<file path="src/rtl/mem_access_ctrl_pkg.sv">
// Shared CPU definitions for the memory-access stage: widths, FSM states and
// the memory/writeback field bundle.
package mem_access_ctrl_pkg;

  localparam int unsigned XLEN   = 32;
  localparam int unsigned REG_AW = 5;
  localparam int unsigned CNT_W  = 8;

  typedef enum logic {
    IDLE   = 1'b0,
    ACCESS = 1'b1
  } mac_state_e;

  typedef struct packed {
    logic [XLEN-1:0]   read_data;
    logic [XLEN-1:0]   alu_result;
    logic [REG_AW-1:0] write_reg_addr;
    logic              mem_reg;
    logic              reg_write;
  } mw_fields_t;

endpackage

</file>
<file path="src/rtl/mem_access_ctrl_mw_reg.sv">
// Memory/writeback pipeline register bank: holds when load is low, clears
// synchronously on clr.
module mw_pipeline_register
  import mem_access_ctrl_pkg::*;
(
  input  logic       clk,
  input  logic       clr,
  input  logic       load,
  input  mw_fields_t d,
  output mw_fields_t q
);

  mw_fields_t fields_q;
  mw_fields_t fields_d;

  always_comb begin
    fields_d = fields_q;
    if (load) fields_d = d;
  end

  always_ff @(posedge clk) begin
    if (clr) fields_q <= '0;
    else     fields_q <= fields_d;
  end

  assign q = fields_q;

endmodule

</file>
<file path="src/rtl/mem_access_ctrl.sv">
// Memory-stage controller: issues data-memory accesses, stalls the pipeline
// while waiting, and flags misaligned/illegal ops and bus timeouts.
module mem_access_ctrl
  import mem_access_ctrl_pkg::*;
#(
  parameter int unsigned TIMEOUT_CYCLES = 255
) (
  input  logic              clk,
  input  logic              rst,
  input  logic [XLEN-1:0]   alu_result,
  input  logic [REG_AW-1:0] write_reg_addr,
  input  logic              mem_read,
  input  logic              mem_write,
  input  logic              mem_reg,
  input  logic              reg_write,
  input  logic [XLEN-1:0]   mem_write_data,
  output logic              dmem_req,
  output logic              dmem_we,
  output logic [XLEN-1:0]   dmem_addr,
  output logic [XLEN-1:0]   dmem_wdata,
  input  logic              dmem_ready,
  input  logic [XLEN-1:0]   dmem_rdata,
  output logic              stall,
  output logic [XLEN-1:0]   mw_read_data,
  output logic [XLEN-1:0]   mw_alu_result,
  output logic [REG_AW-1:0] mw_write_reg_addr,
  output logic              mw_mem_reg,
  output logic              mw_reg_write,
  output logic              align_fault,
  output logic              bus_error
);

  mac_state_e       state_q, state_d;
  logic [CNT_W-1:0] cnt_q, cnt_d;
  logic             align_fault_q, align_fault_d;
  logic             bus_error_q, bus_error_d;
  logic             mw_load;
  mw_fields_t       mw_d, mw_q;
  logic             mem_op, illegal_op, misaligned;

  assign mem_op     = mem_read ^ mem_write;
  assign illegal_op = mem_read & mem_write;
  assign misaligned = |alu_result[1:0];

  always_ff @(posedge clk) begin
    if (rst) begin
      state_q       <= IDLE;
      cnt_q         <= '0;
      align_fault_q <= 1'b0;
      bus_error_q   <= 1'b0;
    end else begin
      state_q       <= state_d;
      cnt_q         <= cnt_d;
      align_fault_q <= align_fault_d;
      bus_error_q   <= bus_error_d;
    end
  end

  always_comb begin
    state_d          = state_q;
    cnt_d            = cnt_q;
    align_fault_d    = 1'b0;
    bus_error_d      = 1'b0;
    mw_load          = 1'b0;
    stall            = 1'b0;
    dmem_req         = 1'b0;
    dmem_we          = 1'b0;
    dmem_addr        = '0;
    dmem_wdata       = '0;
    mw_d.read_data      = '0;
    mw_d.alu_result     = alu_result;
    mw_d.write_reg_addr = write_reg_addr;
    mw_d.mem_reg        = mem_reg;
    mw_d.reg_write      = reg_write;

    case (state_q)
      IDLE: begin
        if (illegal_op || (mem_op && misaligned)) begin
          mw_load        = 1'b1;
          mw_d.reg_write = 1'b0;
          align_fault_d  = 1'b1;
        end else if (mem_op) begin
          stall   = 1'b1;
          state_d = ACCESS;
          cnt_d   = '0;
        end else begin
          mw_load = 1'b1;
        end
      end
      ACCESS: begin
        dmem_req   = 1'b1;
        dmem_we    = mem_write;
        dmem_addr  = alu_result;
        dmem_wdata = mem_write_data;
        if (dmem_ready) begin
          mw_load = 1'b1;
          if (mem_read) mw_d.read_data = dmem_rdata;
          state_d = IDLE;
        end else if (cnt_q == CNT_W'(TIMEOUT_CYCLES - 1)) begin
          // Abort retires the op (no stall) with its register write suppressed.
          mw_load        = 1'b1;
          mw_d.reg_write = 1'b0;
          bus_error_d    = 1'b1;
          state_d        = IDLE;
        end else begin
          stall = 1'b1;
          cnt_d = cnt_q + CNT_W'(1);
        end
      end
      default: state_d = IDLE;
    endcase

    if (rst) stall = 1'b0;
  end

  mw_pipeline_register u_mw_reg (
    .clk  (clk),
    .clr  (rst),
    .load (mw_load),
    .d    (mw_d),
    .q    (mw_q)
  );

  assign mw_read_data      = mw_q.read_data;
  assign mw_alu_result     = mw_q.alu_result;
  assign mw_write_reg_addr = mw_q.write_reg_addr;
  assign mw_mem_reg        = mw_q.mem_reg;
  assign mw_reg_write      = mw_q.reg_write;
  assign align_fault       = align_fault_q;
  assign bus_error         = bus_error_q;

endmodule

</file>
<file path="config.mk">
export PLATFORM = sky130hd
export DESIGN_NAME = mem_access_ctrl
export DESIGN_NICKNAME = d
export VERILOG_FILES = /design/src/rtl/mem_access_ctrl_pkg.sv /design/src/rtl/mem_access_ctrl_mw_reg.sv /design/src/rtl/mem_access_ctrl.sv
export SDC_FILE = /design/constraint.sdc
export NUM_CORES = 1
export LEC_CHECK = 0
export CORE_MARGIN = 5
export CORE_UTILIZATION = 38
export DETAILED_ROUTE_END_ITERATION = 10
export HOLD_SLACK_MARGIN = 0.08
export PLACE_DENSITY = 0.85
export SYNTH_ARGS = -nofsm -noshare
export SYNTH_HDL_FRONTEND = slang
export SYNTH_SLANG_ARGS = --single-unit
</file>
<file path="constraint.sdc">
create_clock -name clk -period 4.9 [get_ports clk]
set_input_delay 0.98 -clock clk [delete_from_list [all_inputs] [get_ports clk]]
set_output_delay 0.98 -clock clk [all_outputs]
set_load 0.05 [all_outputs]
</file>
Word level (Yosys, flattened, before mapping)
Cells that the tools add are included.
{ "classes": {"n_addsub": 1, "eq_ne": 5, "muxes": 28, "bitwise_logic": 3, "n_reduce_logical": 6} }
{ "ops": {"columns": ["cell", "count"], "rows": [
  ["32-bit 2-to-1 mux", 5],
  ["8-bit 2-to-1 mux", 4],
  ["8-bit one-hot mux with 2 select lines", 1],
  ["1-bit 2-to-1 mux", 15],
  ["8-bit by 1-bit adder with 8-bit output (second input constant)", 1],
  ["8-bit equality test (second input constant)", 1],
  ["2-bit != test (second input constant)", 4],
  ["1-bit one-hot mux with 2 select lines", 3],
  ["4-bit AND reduction", 1],
  ["2-bit OR reduction", 2],
  ["3-bit OR reduction", 1],
  ["1-bit AND", 1],
  ["1-bit logical AND", 1],
  ["1-bit logical OR", 1],
  ["1-bit NOT", 1],
  ["1-bit bitwise XOR", 1]
]} }
{ "word_totals": {"regBits": 82, "input_bits": 108, "out_inout_bits": 140, "wordCells": 52} }

Depth between registers and ports, before layout
{ "logic_depth": {"ltp_word": 6, "ltp_mapped": 7, "mapped_depth_nobuf": 6} }

Cells and area by module
From an unflattened synthesis, not the netlist that was laid out.
{ "hier_totals": {"hier_cells": 401, "hier_area_um2": 3789.9} }
{ "modules_own_cells": {"columns": ["module", "n_inst", "cells_each", "area_each_um2", "seq_area_each_um2"], "rows": [
  ["mw_pipeline_register", 1, 229, 2546.2, 1421.4],
  ["mem_access_ctrl", 1, 172, 1243.7, 220.2]
]} }

Least setup slack after synthesis
OpenSTA, ideal clock, no wires.
{ "synth_timing": {"path_type": "input-to-output", "from": "input port mem_read", "to": "output port stall", "t_arrival_ps": 2069, "required_time_ps": 3920, "path_slack_ps": 1851, "stages": 5, "path_buffers": 1, "path_cell_list": "ha_1 -> nor2_1 -> nand3_1 -> a21oi_4 -> buf_6"} }
{ "synth_between": {"elab_chain_len": 6, "elab_cells_between_ends": 8, "classes_between": "mux (4); bitwise (2); reduce/logical (2)"} }
{ "synth_lines": {"columns": ["element", "line_no", "text"], "rows": [
  ["start: declaration", "mem_access_ctrl.sv:12", "input logic mem_read,"],
  ["1-bit bitwise XOR", "mem_access_ctrl.sv:41", "assign mem_op = mem_read ^ mem_write;"],
  ["1-bit logical AND", "mem_access_ctrl.sv:78", "if (illegal_op || (mem_op && misaligned)) begin"],
  ["1-bit logical OR", "mem_access_ctrl.sv:78", null],
  ["1-bit 2-to-1 mux *", "mem_access_ctrl.sv:78", null],
  ["1-bit one-hot mux with 2 select lines *", "mem_access_ctrl.sv:76", "case (state_q)"],
  ["1-bit 2-to-1 mux *", null, null],
  ["end: declaration", "mem_access_ctrl.sv:23", "output logic stall,"]
]} }
Mark *: on every way between the ends. The rest lies on a longest branch, timed or not.

Final worst setup path
Ends and elaborated chain as after synthesis.

==> results_dict.tcl <==
set metrics [dict create \
    run_status "complete, no violations" \
    seq_area_frac_synth_pct 47.4 \
    crit_end "stall" \
    viasPerCell 5.16 \
    h-tree-depth 3 \
    antenna_found_initial 0 \
    grt_pass1_vias 3796 \
    fin_crit_sh_pct 74.5 \
    r2r_start "state_q" \
    ys_warn_count 0 \
    r2r_cells 2 \
    p_leak_uw 0.00237 \
    syn_inst 387 \
    min_period_ns 3.65 \
    synth_common_cells "dfxtp_1, and2_1, a21oi_1, nand3_1, o21ai_0" \
    routabilityCongestion 0.803 \
    ant_nets 0 \
    fin_ws_ns 1.25 \
    setup_violations 0 \
    cp.depth 7 \
    synth_most_common_cell "dfxtp_1" \
    drive_gt1_share_pct 4.85 \
    synth-main-ff-cell "dfxtp_1" \
    synth_cell_types 33 \
    synth_area_leaders "dfxtp_1, and2_1, a22o_1" \
    cp.required_ns 3.92 \
    cts_made_buffers 9 \
    min_path_type "flop to flop" \
    tritoncts "built" \
    critPathKind "input pin to primary output" \
    crit_path_top_delay_cell "clkdlybuf4s50_1" \
    design.die.area_sq_mm 0.0111 \
    core_area_sq_mm 0.00881 \
    worstSetupStartpointType "input pin" \
    pre_cts_ws_ns 1.25 \
    dpl-instance-area_sq_mm 0.00596 \
    worst_skew_pair.late_latency_ns 0.35 \
    final-seq-area_sq_mm 0.00164 \
    worst-path-buf-inv 3 \
    post-route-drc-count 0 \
    drt_iter0_drc 117 \
    clk_path_buf_depth 2 \
    antennaDiodeCount 0 \
    critical_path.startpoint "mem_read" \
    tns_ns 0 \
    synth-edff-count 0 \
    die_w_microns 105 \
    clock.fmax_mhz 274 \
    worst_slew_pin_slew_ns 1.11 \
    drv_cap 0 \
    postCtsSetupBuffers 0 \
    crit_family "buffers and inverters" \
    critPathArrivalTime_ns 2.67 \
    hpwl_mm 9.33 \
    grt_max_degree 73 \
    slew_headroom_pct 25.9 \
    rsz0062_at_grt "no" \
    ys_async_sr_fraction_pct 0 \
    drt_first_pass_iters 4 \
    ctsHoldBuffers 0 \
    n_fill_cell 699 \
    area_delta_synth_final_pct 78.3 \
    yosys_register_bits 82 \
    wl_per_cell_microns 17.3 \
    finalHoldViolCount 0 \
    grt_overflow 0 \
    wirelength_mm 12.6 \
    grt_pass1_wl_mm 19.7 \
    io-pin-count 248 \
    netlist_area_sq_mm 0.00346 \
    critical_path.max_fanout 34 \
    io_buffers 247 \
    cpPeakStageDelay_ns 0.42 \
    grt.total_usage_pct 22.0 \
    avgSynthCellArea_sq_um 8.95 \
    die_y_microns 105 \
    multiInputGateArea_sq_mm 0.00165 \
    clock-sinks 82 \
    powerDensity_mw_per_mm2 261 \
    final_max_slew_viol_count 0 \
    fin_skew_ns 0.0168 \
    synthesis.nets 498 \
    initial_core_util_pct 39.3 \
    end_kind "primary output" \
    stdcell_area_sq_mm 0.00617 \
    synth_top_area_share_pct 47.4 \
    r2r-end "u_mw_reg.q[47]" \
    fin_nets 726 \
    vias 3751 \
    worstPathCellList "clkdlybuf4s50_1 -> ha_1 -> nor2_1 -> nand3_2 -> a21oi_4 -> buf_4 -> buf_12" \
    power_uw 1610 \
    synth_top_cell_by_area "dfxtp_1" \
    root_buffer "clkbuf_8" \
    cts_resized 0 \
    rrSetupSlack_ns 2.50 \
    ir_worst_vdd_v 0.000164 \
    clkTransAtPathRegs_ns 0.08 \
    rows 34 \
]
state kept, by name, summed over array words and instances, names as in the netlist:
register     count
cnt_q            8
align_fault      1
state_q          1
bus_error        1
u_mw_reg.q      71
cell type report:
class	count	area share (%)
flip-flops and latches	82	26.6
multi-input cells	266	26.7
clock inverters	6	1.48
clock buffers	9	2.01
repair buffers	252	40.7
inverters	4	0.243
well taps	108	2.19
worst register-to-register path: stages (launching register included):
cell     delay [ns]
dfxtp_2        0.94
and4_1         1.13
a22o_1         0.27
report_power, final:
| group | switching (uW) | total, uW | internal (uW) | leakage [uW] |
|---|---|---|---|---|
| combinational | 208 | 367 | 160 | 0.00159 |
| clock | 250 | 537 | 287 | 0.000110 |
| sequential | 15.9 | 707 | 691 | 0.000671 |
| total | 474 | 1610 | 1140 | 0.00237 |
layout by cell type (no fill, tap or decap), types with 3 or more instances in the layout:
cell	count
inv_1	4
and3_1	5
nor2_1	5
clkbuf_8	9
buf_4	5
nand2_1	7
nand3_1	41
a21oi_1	42
and2_1	65
o2111ai_1	3
a22o_1	32
clkdlybuf4s50_1	245
o21ai_0	40
ha_1	3
dfxtp_1	81
cells by family (layout without fill, tap and decap cells):
logic type      after synthesis  after routing  share of synthesized area, %
buf+inv                      39            271                          5.09
xor+xnor                      2              2                         0.506
fa+ha+maj                     3              3                          1.08
mux                           1              1                         0.289
simple gates                132            132                          21.8
compound gates              128            128                          23.8
flops                        82             82                          47.4
routing by layer:
layer	vias to the layer above	part of all wire, %	routed length (microns)	global-route usage (%)
met5	-	0	0	0
met4	0	1.7	208	7.40
met2	196	49	6220	39.2
li1	1827	-	-	-
met3	15	11	1400	8.92
met1	1713	38	4760	23.5
worst min-delay path by stage:
stage / start / endpoint / slack [ns] / depth (start not counted)
after floorplan: cnt_q[5] / cnt_q[5] / 0.48 / 2
after global placement: u_mw_reg.q[18] / u_mw_reg.q[18] / 0.46 / 2
after detailed placement: u_mw_reg.q[54] / u_mw_reg.q[54] / 0.46 / 1
after CTS: u_mw_reg.q[6] / u_mw_reg.q[6] / 0.48 / 2
after global routing: u_mw_reg.q[57] / u_mw_reg.q[57] / 0.50 / 1
final: u_mw_reg.q[0] / u_mw_reg.q[0] / 0.48 / 2
per-stage QoR:
| step | instances | hold WS [ns] | utilization [%] |
|---|---|---|---|
| 4_1_cts | 727 | 0.476 | 70.1 |
| 2_1_floorplan | 387 | 0.478 | - |
| 5_1_grt | 727 | 0.503 | 70.1 |
| 3_5_place_dp | 712 | 0.465 | 67.7 |
| 6_report | 727 | 0.475 | 70.1 |
| 3_3_place_gp | 712 | 0.459 | 67.7 |
Power figures use the tool's default switching activity.
